**src/rtl/seq_controlpath_if.sv**
```systemverilog
// Bus of the multi-cycle control sequencer: instruction handshake plus the
// shared-bus control lines it owns (register file, ALU operand latches, imm).
interface seq_controlpath_if #(
    parameter int XLEN       = 32,
    parameter int REG_ADDR_W = 5
);
    // instr_valid/instr_ready: a word transfers on a rising clk edge where both
    // are high; valid may stay high, ready is high only while the sequencer idles.
    logic                  instr_valid;
    logic                  instr_ready;
    logic [31:0]           machine_code;
    logic [2:0]            alu_function_sel;
    logic                  alu_store_1;
    logic                  alu_store_2;
    logic                  alu_broadcast;
    logic [REG_ADDR_W-1:0] register_index;
    logic                  register_read_enable;
    logic                  register_write_enable;
    logic [XLEN-1:0]       imm;
    logic                  imm_en;
    logic                  done;
    logic                  illegal_instr;

    modport master (
        input  instr_valid, machine_code,
        output instr_ready, alu_function_sel, alu_store_1, alu_store_2,
               alu_broadcast, register_index, register_read_enable,
               register_write_enable, imm, imm_en, done, illegal_instr
    );

    modport slave (
        output instr_valid, machine_code,
        input  instr_ready, alu_function_sel, alu_store_1, alu_store_2,
               alu_broadcast, register_index, register_read_enable,
               register_write_enable, imm, imm_en, done, illegal_instr
    );
endinterface

```
**src/rtl/seq_controlpath.sv**
```systemverilog
// RV32I R/I-type ALU sequencer: IDLE->DECODE->LOAD_A->LOAD_B->WB->FIN, all bus enables registered.
// Optional macro SEQ_CONTROLPATH_ILLEGAL_TRAP_EN: pulse illegal_instr with done on illegal words.
module seq_controlpath #(
    parameter int XLEN          = 32,
    parameter int REG_ADDR_W    = 5,
    parameter bit SKIP_X0_WRITE = 1'b1
) (
    input  logic                clk,
    input  logic                reset,
    seq_controlpath_if.master   bus,
    output logic [2:0]          state_dbg
);
    typedef enum logic [2:0] {
        IDLE   = 3'd0,
        DECODE = 3'd1,
        LOAD_A = 3'd2,
        LOAD_B = 3'd3,
        WB     = 3'd4,
        FIN    = 3'd5
    } state_t;

    localparam logic [6:0] OP_R = 7'b0110011;
    localparam logic [6:0] OP_I = 7'b0010011;

    state_t      state;
    logic [31:0] ir;
    logic        is_r;

    logic [6:0]            opcode;
    logic [2:0]            funct3;
    logic [6:0]            funct7;
    logic [REG_ADDR_W-1:0] rs1;
    logic [REG_ADDR_W-1:0] rs2;
    logic [REG_ADDR_W-1:0] rd;

    assign opcode    = ir[6:0];
    assign funct3    = ir[14:12];
    assign funct7    = ir[31:25];
    assign rs1       = ir[15 +: REG_ADDR_W];
    assign rs2       = ir[20 +: REG_ADDR_W];
    assign rd        = ir[7 +: REG_ADDR_W];
    assign state_dbg = state;

    // funct3 to ALU select; SUB is the only op not reachable from funct3 alone.
    function automatic logic [2:0] sel_of(input logic [2:0] f3);
        case (f3)
            3'b000:  return 3'd0;
            3'b001:  return 3'd2;
            3'b010:  return 3'd3;
            default: return f3;
        endcase
    endfunction

    logic            dec_legal;
    logic            dec_r;
    logic [2:0]      dec_sel;
    logic [XLEN-1:0] dec_imm;

    always_comb begin
        dec_legal = 1'b0;
        dec_r     = 1'b0;
        dec_sel   = 3'd0;
        dec_imm   = '0;
        if (opcode == OP_R) begin
            dec_r = 1'b1;
            if (funct7 == 7'h00 && funct3 != 3'b011) begin
                dec_legal = 1'b1;
                dec_sel   = sel_of(funct3);
            end else if (funct7 == 7'h20 && funct3 == 3'b000) begin
                dec_legal = 1'b1;
                dec_sel   = 3'd1;
            end
        end else if (opcode == OP_I) begin
            case (funct3)
                3'b001, 3'b101: begin
                    if (funct7 == 7'h00) begin
                        dec_legal = 1'b1;
                        dec_sel   = sel_of(funct3);
                        dec_imm   = XLEN'(ir[24:20]);
                    end
                end
                3'b011: ;
                default: begin
                    dec_legal = 1'b1;
                    dec_sel   = sel_of(funct3);
                    dec_imm   = {{(XLEN-12){ir[31]}}, ir[31:20]};
                end
            endcase
        end
    end

`ifdef SEQ_CONTROLPATH_ILLEGAL_TRAP_EN
    logic illegal_q;
    assign bus.illegal_instr = illegal_q;
`else
    assign bus.illegal_instr = 1'b0;
`endif

    always_ff @(posedge clk or posedge reset) begin
        if (reset) begin
            state                     <= IDLE;
            ir                        <= '0;
            is_r                      <= 1'b0;
            bus.instr_ready           <= 1'b1;
            bus.alu_function_sel      <= 3'd0;
            bus.imm                   <= '0;
            bus.alu_store_1           <= 1'b0;
            bus.alu_store_2           <= 1'b0;
            bus.alu_broadcast         <= 1'b0;
            bus.register_index        <= '0;
            bus.register_read_enable  <= 1'b0;
            bus.register_write_enable <= 1'b0;
            bus.imm_en                <= 1'b0;
            bus.done                  <= 1'b0;
`ifdef SEQ_CONTROLPATH_ILLEGAL_TRAP_EN
            illegal_q                 <= 1'b0;
`endif
        end else begin
            // Per-step strobes default low; each state raises only its own.
            bus.alu_store_1           <= 1'b0;
            bus.alu_store_2           <= 1'b0;
            bus.alu_broadcast         <= 1'b0;
            bus.register_index        <= '0;
            bus.register_read_enable  <= 1'b0;
            bus.register_write_enable <= 1'b0;
            bus.imm_en                <= 1'b0;
            bus.done                  <= 1'b0;
`ifdef SEQ_CONTROLPATH_ILLEGAL_TRAP_EN
            illegal_q                 <= 1'b0;
`endif
            case (state)
                IDLE: begin
                    if (bus.instr_valid) begin
                        ir              <= bus.machine_code;
                        bus.instr_ready <= 1'b0;
                        state           <= DECODE;
                    end
                end
                DECODE: begin
                    if (dec_legal) begin
                        is_r                     <= dec_r;
                        bus.alu_function_sel     <= dec_sel;
                        bus.imm                  <= dec_imm;
                        bus.register_index       <= rs1;
                        bus.register_read_enable <= 1'b1;
                        bus.alu_store_1          <= 1'b1;
                        state                    <= LOAD_A;
                    end else begin
                        bus.done <= 1'b1;
`ifdef SEQ_CONTROLPATH_ILLEGAL_TRAP_EN
                        illegal_q <= 1'b1;
`endif
                        state    <= FIN;
                    end
                end
                LOAD_A: begin
                    bus.alu_store_2 <= 1'b1;
                    if (is_r) begin
                        bus.register_index       <= rs2;
                        bus.register_read_enable <= 1'b1;
                    end else begin
                        bus.imm_en <= 1'b1;
                    end
                    state <= LOAD_B;
                end
                LOAD_B: begin
                    bus.alu_broadcast         <= 1'b1;
                    bus.register_index        <= rd;
                    bus.register_write_enable <= !(SKIP_X0_WRITE && rd == '0);
                    state                     <= WB;
                end
                WB: begin
                    bus.done <= 1'b1;
                    state    <= FIN;
                end
                FIN: begin
                    bus.instr_ready      <= 1'b1;
                    bus.alu_function_sel <= 3'd0;
                    bus.imm              <= '0;
                    state                <= IDLE;
                end
                default: begin
                    bus.instr_ready <= 1'b1;
                    state           <= IDLE;
                end
            endcase
        end
    end
endmodule

```
**src/flat_wrapper.sv**
```systemverilog
// flat-port wrapper written by rule: the top's interface ports become plain ports
module seq_controlpath_flat 
#(
    parameter int XLEN          = 32,
    parameter int REG_ADDR_W    = 5,
    parameter bit SKIP_X0_WRITE = 1'b1
)
  (clk, reset, state_dbg, bus_instr_valid, bus_machine_code, bus_instr_ready, bus_alu_function_sel, bus_alu_store_1, bus_alu_store_2, bus_alu_broadcast, bus_register_index, bus_register_read_enable, bus_register_write_enable, bus_imm, bus_imm_en, bus_done, bus_illegal_instr);
  seq_controlpath_if #(.XLEN(XLEN), .REG_ADDR_W(REG_ADDR_W)) bus_i ();
  input  logic clk;
  input  logic reset;
  output logic [2:0] state_dbg;
  input wire logic [$bits(bus_i.instr_valid)-1:0] bus_instr_valid;
  input wire logic [$bits(bus_i.machine_code)-1:0] bus_machine_code;
  output wire logic [$bits(bus_i.instr_ready)-1:0] bus_instr_ready;
  output wire logic [$bits(bus_i.alu_function_sel)-1:0] bus_alu_function_sel;
  output wire logic [$bits(bus_i.alu_store_1)-1:0] bus_alu_store_1;
  output wire logic [$bits(bus_i.alu_store_2)-1:0] bus_alu_store_2;
  output wire logic [$bits(bus_i.alu_broadcast)-1:0] bus_alu_broadcast;
  output wire logic [$bits(bus_i.register_index)-1:0] bus_register_index;
  output wire logic [$bits(bus_i.register_read_enable)-1:0] bus_register_read_enable;
  output wire logic [$bits(bus_i.register_write_enable)-1:0] bus_register_write_enable;
  output wire logic [$bits(bus_i.imm)-1:0] bus_imm;
  output wire logic [$bits(bus_i.imm_en)-1:0] bus_imm_en;
  output wire logic [$bits(bus_i.done)-1:0] bus_done;
  output wire logic [$bits(bus_i.illegal_instr)-1:0] bus_illegal_instr;
  assign bus_i.instr_valid = bus_instr_valid;
  assign bus_i.machine_code = bus_machine_code;
  assign bus_instr_ready = bus_i.instr_ready;
  assign bus_alu_function_sel = bus_i.alu_function_sel;
  assign bus_alu_store_1 = bus_i.alu_store_1;
  assign bus_alu_store_2 = bus_i.alu_store_2;
  assign bus_alu_broadcast = bus_i.alu_broadcast;
  assign bus_register_index = bus_i.register_index;
  assign bus_register_read_enable = bus_i.register_read_enable;
  assign bus_register_write_enable = bus_i.register_write_enable;
  assign bus_imm = bus_i.imm;
  assign bus_imm_en = bus_i.imm_en;
  assign bus_done = bus_i.done;
  assign bus_illegal_instr = bus_i.illegal_instr;
  seq_controlpath #(.XLEN(XLEN), .REG_ADDR_W(REG_ADDR_W), .SKIP_X0_WRITE(SKIP_X0_WRITE)) u_core (.clk(clk), .reset(reset), .bus(bus_i), .state_dbg(state_dbg));
endmodule
```
**config.mk**
```make
export PLATFORM = sky130hd
export DESIGN_NAME = seq_controlpath_flat
export DESIGN_NICKNAME = d
export VERILOG_FILES = /design/src/rtl/seq_controlpath_if.sv /design/src/rtl/seq_controlpath.sv /design/src/flat_wrapper.sv
export SDC_FILE = /design/constraint.sdc
export NUM_CORES = 1
export LEC_CHECK = 0
export CORE_MARGIN = 2
export CORE_UTILIZATION = 45
export CTS_CLUSTER_DIAMETER = 100
export DETAILED_ROUTE_END_ITERATION = 10
export PLACE_DENSITY = 0.77
export SYNTH_ARGS = -nofsm -noshare
export SYNTH_HDL_FRONTEND = slang
export SYNTH_SLANG_ARGS = --single-unit
```
**constraint.sdc**
```tcl
create_clock -name clk -period 3.2 [get_ports clk]
set_clock_uncertainty 0.2 [all_clocks]
set_input_delay 0.64 -clock clk [delete_from_list [all_inputs] [get_ports clk]]
set_output_delay 0.64 -clock clk [all_outputs]
set_load 0.02 [all_outputs]
```
* Word level (Yosys, flattened, before mapping)
Index checks and enable logic that the tools add are counted.
** Word-level totals
- Flip-flop bits (word level) :: 84
- Bits in latches :: 0
- Memory bits (writable) :: 0
- Bits in read-only memories :: 0
- Bits of input ports :: 35
- Output and inout bits :: 52
- Memories kept :: 0
** Cells by class
- Add/subtract/negate cells :: 0
- $mul :: 0
- Divide/modulo/power cells :: 0
- $lt $le $gt $ge :: 0
- Equal/unequal tests :: 15
- Shifts and indexed selects :: 0
- Multiplexer cells :: 41
- Bitwise logic cells :: 1
- Reductions and logical operators :: 14
** Operators by type and width (number)
- one-hot mux 32 bit (2 select lines) :: 2
- two-way mux 32 bit :: 3
- two-way mux 3 bit :: 7
- two-way mux 1 bit :: 17
- two-way mux 5 bit :: 3
- one-hot mux 3 bit (5 select lines) :: 1
- one-hot mux 5 bit (3 select lines) :: 1
- equality test 7 x 6 -> 1 bit (second input constant) :: 2
- equality test 3 x 2 -> 1 bit (second input constant) :: 4
- one-hot mux 3 bit (2 select lines) :: 2
- equality test 3 bit (second input constant) :: 3
- one-hot mux 3 bit (3 select lines) :: 1
- one-hot mux 1 bit (2 select lines) :: 4
- AND reduction 2 bit :: 4
- equality test 7 x 5 -> 1 bit (second input constant) :: 1
- logical NOT 7 bit :: 1
- equality test 3 x 1 -> 1 bit (second input constant) :: 2
- logical NOT 3 bit :: 2
- logical NOT 5 bit :: 1
- OR reduction 4 bit :: 1
- inequality test 3 x 2 -> 1 bit (second input constant) :: 1
- logical AND 1 bit :: 2
- inequality test 2 x 1 -> 1 bit (second input constant) :: 1
- inequality test 2 bit (second input constant) :: 1
- other kinds (4) :: 4

* Depth between registers and ports, before layout
Gate-level depths: netlist (run 1).
- Depth in word-level cells :: 8
- Mapped depth :: 7
- Gate-level depth less buffers :: 6

* Least setup slack after synthesis (run 1)
No wires, ideal clock.
- Path kind :: register to register
- Start :: reg u_core.state[2] (netlist: u_core.state_dbg[2])
- End :: reg u_core.ir[0]
- Library setup time :: 125 ps
- Arrival time :: 1845 ps
- Data required time :: 2875 ps
- Slack :: 1030 ps
- Stages on the path, launching flop included :: 6
- Path buffers :: 3
- Period minus slack after synthesis :: 2170 ps
- Cells stage by stage :: dfrtp_1 clkbuf_1 nor4b_1 clkbuf_1 buf_2 mux2_2
** On the way
- Longest elaborated chain between the ends :: 2
** RTL lines
- start: declaration :: line seq_controlpath.sv:25 : state_t state;
- start signal: assignment :: line seq_controlpath.sv:101 : state <= IDLE;
- start signal: assignment :: line seq_controlpath.sv:136 : state <= DECODE;
- start signal: assignment :: line seq_controlpath.sv:147 : state <= LOAD_A;
- logical NOT 3 bit :: line seq_controlpath.sv:131 : case (state)
- AND reduction 2 bit (no line)
- end signal: assignment :: line seq_controlpath.sv:134 : ir <= bus.machine_code;
- end: declaration :: line seq_controlpath.sv:26 : logic [31:0] ir;
No other way between the ends.
A chain may end at the register's enable or synchronous reset.

==> results.ini, run 1 <==
[floorplan]
floorplan.die_area_um2=6940
pin_count=87
start_util_pct=47.3
fp-row-count=28
die_w_um=83.3
die_h_um=83.3
core_area_um2=5990

[cts]
hold_buffers=0
cts_root_buf=clkbuf_8
clk_pin_slew_ps=70
cts_setup_buffers=0
cts_buffers=9
clockBufferDepth=2
h-tree-depth=3
tritoncts=yes
cts.repair.resized=0
clock_latency_ps=350
cts_sinks=64

[route]
route.detailed.drc=0
drt-total-wl_um=5850
postRouteAntennaNets=0
drt-vias-per-instance=5.23
vias=2025
wire_per_inst_um=15.1
dr.pass1.iters=4
drt_iter0_markers=133

[worst_setup_path]
rrSetupSlack_ps=730
cp.arrival_ps=1740
cp_top_family=buffers and inverters
end_kind=primary output
critical-path-slowest-cell=clkdlybuf4s50_1
reg2regPathDepth=6
max_stage_delay_ps=720
worstPathCellList=clkdlybuf4s50_1
cp.required_ps=2360
r2r_start=u_core.ir[27]
crit_fanout=22
path_class=flip-flop to primary output
crit_buf_inv=1
worstSetupStartpointType=flip-flop
reg2reg_to=u_core.bus.alu_function_sel[2]

[sta]
timing.hold.ws_ps=252
final_max_slew_viol_count=0
setup_ws_ps=618
fin_crit_ps=2580
fmax_ghz=0.387
tns_ps=0
worst_pin_slew_ps=695
rsz0062_at_grt=no
hold_viol=0
finalSetupViolCount=0
finalCritPeriodShare_pct=80.7
slew_headroom_pct=53.7

[yosys]
synth_cell_types=42
synth_flop_cell=dfrtp_1
synthArstFlopShare_pct=100
synth_warnings=0
yosysTopAreaCell=dfrtp_1
synthesis.nets=276
netlist_area_um2=2830
synth_top_area_share_pct=55.7
ys_top_cells_by_area=dfrtp_1 (56%), mux2_2 (11%), buf_4 (5.6%)
ys_seq_area_share_pct=56.6
syn_area_per_cell_um2=11.7
synthCells=241
synth_edf_count=0
ys_ff_latch=64

[hold_path]
hp-class=flip-flop to flip-flop
min_path_cells=1
min_from=u_core.is_r
whs_endpoint=u_core.bus.imm_en

[power_and_ir_drop]
ir_drop_mv=0.374
leakagePower_nw=1.60
power.density_nw_per_um2=722

[layout]
fin_nets=342
fillers=471
drive_gt1_share_pct=17.6
seqCellArea_um2=1600
syn_to_final_growth_pct=34.1
antenna_cells=0
multi_input_area_um2=981

[global_route]
grt_use_total_pct=17.6
grt_pass1_vias=1992
antenna_found_initial=0
grt_max_degree=39
overflow=0
grt_pass1_wl_um=9650

[placement]
io_buffers=85
gp_congestion=0.782
pre_cts_slack_ps=688
dp_hpwl_um=4120

[job]
cap_violations=0

[status]
status=finished clean

area by class of cell:
cell class	instances	area share (%)
clock buffers	11	3.99
clock inverters	5	1.45
inverters	9	0.890
multi-input cells	136	25.8
flip-flops and latches	64	42.2
well taps	75	2.47
repair buffers	87	23.1
state kept, by name, summed over array words and instances, names as in the netlist:
name,count
u_core.bus.imm_en,1
u_core.bus.imm,12
u_core.bus.alu_store_2,1
u_core.bus.alu_broadcast,1
u_core.is_r,1
u_core.bus.register_index,5
u_core.state_dbg,3
u_core.bus.alu_function_sel,3
u_core.bus.register_read_enable,1
u_core.bus.register_write_enable,1
u_core.ir,32
u_core.bus.instr_ready,1
u_core.bus.alu_store_1,1
u_core.bus.done,1
how the worst max path moves through the flow:
stage	slack [ps]	depth (start not counted)	end	startpoint
6_report	620	1	bus_imm[29]	u_core.bus.imm[30]
2_1_floorplan	760	1	u_core.bus.alu_broadcast	reset
3_5_place_dp	690	4	u_core.ir[26]	bus_instr_valid
4_1_cts	590	1	bus_imm[29]	u_core.bus.imm[30]
3_3_place_gp	730	4	u_core.ir[26]	bus_instr_valid
5_1_grt	490	1	bus_imm[29]	u_core.bus.imm[30]
synth_stat cells (4+ instances only):
cell type	number
mux2i_1	6
o21ai_1	5
inv_1	8
mux2_2	27
nor2_1	7
nand3_1	4
nand4_1	4
o21ai_0	15
a22oi_1	5
clkbuf_1	7
dfrtp_1	63
a32o_1	4
buf_4	21
a21oi_1	5
nand2_1	25
stage by stage:
stage / util, % / total power [mW] / area (um^2) / std cells
after floorplan: - / 1.79 / 2830 / 241
after detailed placement: 59.9 / 2.05 / 3590 / 371
after global placement: 59.9 / 2.01 / 3590 / 371
after global routing: 63.4 / 2.90 / 3800 / 387
after CTS: 63.4 / 2.75 / 3800 / 387
final: 63.4 / 2.74 / 3800 / 387
logic make-up (layout without fill, tap and decap cells):
logic type,count (synthesis),after routing,synth area share (%)
AO/OA/AOI/OAI,41,41,9.10
flip-flops,64,64,56.6
other,1,1,0.132
buffers and inverters,41,112,8.97
multiplexers,33,33,12.9
AND/OR/NAND/NOR,61,61,12.3
layout by cell type (no fill, tap or decap), types with 4 or more instances in the layout:
cell type / netlist / routed
a32o_1: 4 / 4
mux2i_1: 6 / 6
nand2_1: 25 / 25
a21oi_1: 5 / 5
nand4_1: 4 / 4
mux2_2: 27 / 27
a22oi_1: 5 / 5
nand3_1: 4 / 4
nor2_1: 7 / 7
clkbuf_8: 0 / 11
o21ai_1: 5 / 5
o21ai_0: 15 / 15
clkdlybuf4s50_1: 0 / 85
dfrtp_1: 63 / 63
inv_1: 8 / 7
power breakdown:
part           internal [mW]  switching (mW)
Combinational          0.401           0.341
Clock                  0.399           0.313
Sequential              1.06           0.230
Total                   1.86           0.884
routing by layer:
layer / global-route usage, % / share of wire [%] / vias to the layer above
met5: 0 / 0 / -
met4: 9.39 / 1.7 / 0
met3: 3.58 / 5.7 / 7
met2: 26.9 / 48 / 75
met1: 23.7 / 45 / 990
li1: - / - / 953
(Power assumes the default switching activity.)
==> run 2: changes to the inputs <==
--- a/config.mk
+++ b/config.mk
@@ -6,10 +6,10 @@
 export NUM_CORES = 1
 export LEC_CHECK = 0
 export CORE_MARGIN = 2
-export CORE_UTILIZATION = 45
+export CORE_UTILIZATION = 42
 export CTS_CLUSTER_DIAMETER = 100
 export DETAILED_ROUTE_END_ITERATION = 10
-export PLACE_DENSITY = 0.77
+export PLACE_DENSITY = 0.76
 export SYNTH_ARGS = -nofsm -noshare
 export SYNTH_HDL_FRONTEND = slang
 export SYNTH_SLANG_ARGS = --single-unit
==> constraint.sdc (replaced) <==
create_clock -name clk -period 2.3 [get_ports clk]
set_clock_uncertainty 0.2 [all_clocks]
set_input_delay 0.46 -clock clk [delete_from_list [all_inputs] [get_ports clk]]
set_output_delay 0.46 -clock clk [all_outputs]
set_load 0.02 [all_outputs]
==> run 2 against run 1 <==
Combinational power rose by 43%. Register-to-register slack got worse by 640 ps. Total power rose by 43%. Wire length fell by 1.1%. Setup slack got worse by 530 ps. Utilization fell by 2.9 points. Critical path depth rose by 5. Non-clock buffer count rose by 7. Global-route usage fell by 0.87 points. Cell count rose by 2.1%. Critical path type is now flip-flop to flip-flop.
==> results.ini, run 2 (same netlist as run 1, synthesis figures left out) <==
[worst_setup_path]
worstSetupStartpointType=flip-flop
reg2regPathDepth=6
cp.arrival_ps=2220
crit_fanout=9
rrSetupSlack_ps=90
cp.required_ps=2320
path_class=flip-flop to flip-flop
r2r_start=u_core.ir[26]
end_kind=flip-flop
reg2reg_to=u_core.bus.alu_function_sel[1]

[layout]
top_regs=u_core.ir x32, u_core.bus.imm x12, u_core.bus.register_index x5
finish.utilization_pct=60.5
drive_gt1_share_pct=19.5
fillers=536
fin_nets=349
syn_to_final_growth_pct=37.2
design_area_um2=3880
largest_reg_flops=32
top_register=u_core.ir
layout_common_cells=clkdlybuf4s50_1 (85), dfrtp_1 (61), mux2_2 (27)
final_common_cell=clkdlybuf4s50_1
antenna_cells=0

[cts]
tritoncts=yes
cts_sinks=64
clock_latency_ps=340
hold_buffers=0
clockBufferDepth=2
cts_buffers=9
clk_pin_slew_ps=60
h-tree-depth=3
cts_root_buf=clkbuf_8

[job]
cap_violations=0

[route]
drt-vias-per-instance=5.14
postRouteAntennaNets=0
dr.pass1.iters=4
route.detailed.drc=0
wire_per_inst_um=14.7
vias=2030
drt-total-wl_um=5790
drt_iter0_markers=106

[sta]
fin_crit_ps=2210
finalCritPeriodShare_pct=96.0
final_max_slew_viol_count=0
slew_headroom_pct=67.1
finalSetupViolCount=0
fmax_ghz=0.453
hold_viol=0
worst_pin_slew_ps=489
timing.hold.ws_ps=221

[global_route]
grt_pass1_wl_um=9550
grt_use_total_pct=16.8
antenna_found_initial=0
grt_max_degree=65
grt_pass1_vias=1933
overflow=0

[placement]
dp_hpwl_um=4100
dpl_cell_area_um2=3650
gp_congestion=0.795
io_buffers=85

[hold_path]
min_path_cells=1
min_from=u_core.is_r
hp-class=flip-flop to flip-flop
whs_endpoint=u_core.bus.imm_en

[floorplan]
die_h_um=86.1
core_area_um2=6420
start_util_pct=44.1
floorplan.die_area_um2=7410
fp-row-count=29
pin_count=87
die_w_um=86.1

[power_and_ir_drop]
leakagePower_nw=1.64
design_power_total_mw=3.93
ir_drop_mv=0.495
power.density_nw_per_um2=1010

[status]
status=finished clean

run 2: cell types whose count changed in the layout (fill, tap and decap cells not counted), sizes merged:
cell and delta:
clkinvlp -2, buf +7, bufinv +1, clkbuf +1, clkinv -1
run 2: worst max-delay path by stage:
stage | slack (ps) | cells past startpoint | to | startpoint
finish | 90 | 6 | u_core.bus.alu_function_sel[1] | u_core.ir[26]
global route | -2 | 6 | u_core.bus.register_index[2] | u_core.ir[26]
CTS | 40 | 1 | bus_imm[29] | u_core.bus.imm[30]
detailed placement | 60 | 4 | u_core.ir[8] | bus_instr_valid
global placement | 80 | 4 | u_core.ir[26] | bus_instr_valid
floorplan | 40 | 1 | u_core.bus.alu_broadcast | reset
run 2: stage by stage:
| step | cells | setup slack [ps] | TNS (ps) |
|---|---|---|---|
| 6_report | 395 | 91.6 | 0 |
| 5_1_grt | 395 | -2.43 | -2.43 |
| 4_1_cts | 394 | 43.3 | 0 |
| 3_5_place_dp | 379 | 55.4 | 0 |
| 3_3_place_gp | 379 | 78.9 | 0 |
| 2_1_floorplan | 241 | 43.6 | 0 |
run 2: timing repair:
item                                    CTS  global route
cloned                                    0             0
gates resized for setup                   1             3
pin swaps                                 0             1
endpoints found under the setup margin   21            15
setup buffers                             0             1
run 2: final cells by class:
cell class | instances | area [um^2] | area share, %
Timing Repair Buffer | 94 | 943 | 24.3
Multi-Input combinational cell | 136 | 981 | 25.2
Clock buffer | 12 | 155 | 3.99
Clock inverter | 3 | 65.1 | 1.67
Sequential cell | 64 | 1610 | 41.4
Tap cell | 77 | 96.3 | 2.48
Inverter | 9 | 36.3 | 0.934
run 2: per-layer routing:
metal / vias up / track usage, % / share of wire, %
met4: 0 / 6.93 / 1.8
li1: 964 / - / -
met2: 58 / 24.8 / 47
met3: 10 / 4.52 / 5.1
met1: 998 / 23.3 / 46
met5: - / 0 / 0
run 2: where the power goes:
| part | total, mW | switching, mW | internal (mW) |
|---|---|---|---|
| clock | 1.07 | 0.405 | 0.662 |
| sequential | 1.80 | 0.327 | 1.47 |
| combinational | 1.06 | 0.475 | 0.588 |
| total | 3.93 | 1.21 | 2.72 |
run 2: critical path, cell delays in order, from the launching register on:
cell and delay [ps]:
dfrtp_1 430, nor4_4 290, nand3_1 110, or3b_4 430, a21o_1 290, buf_4 220, mux2i_1 120
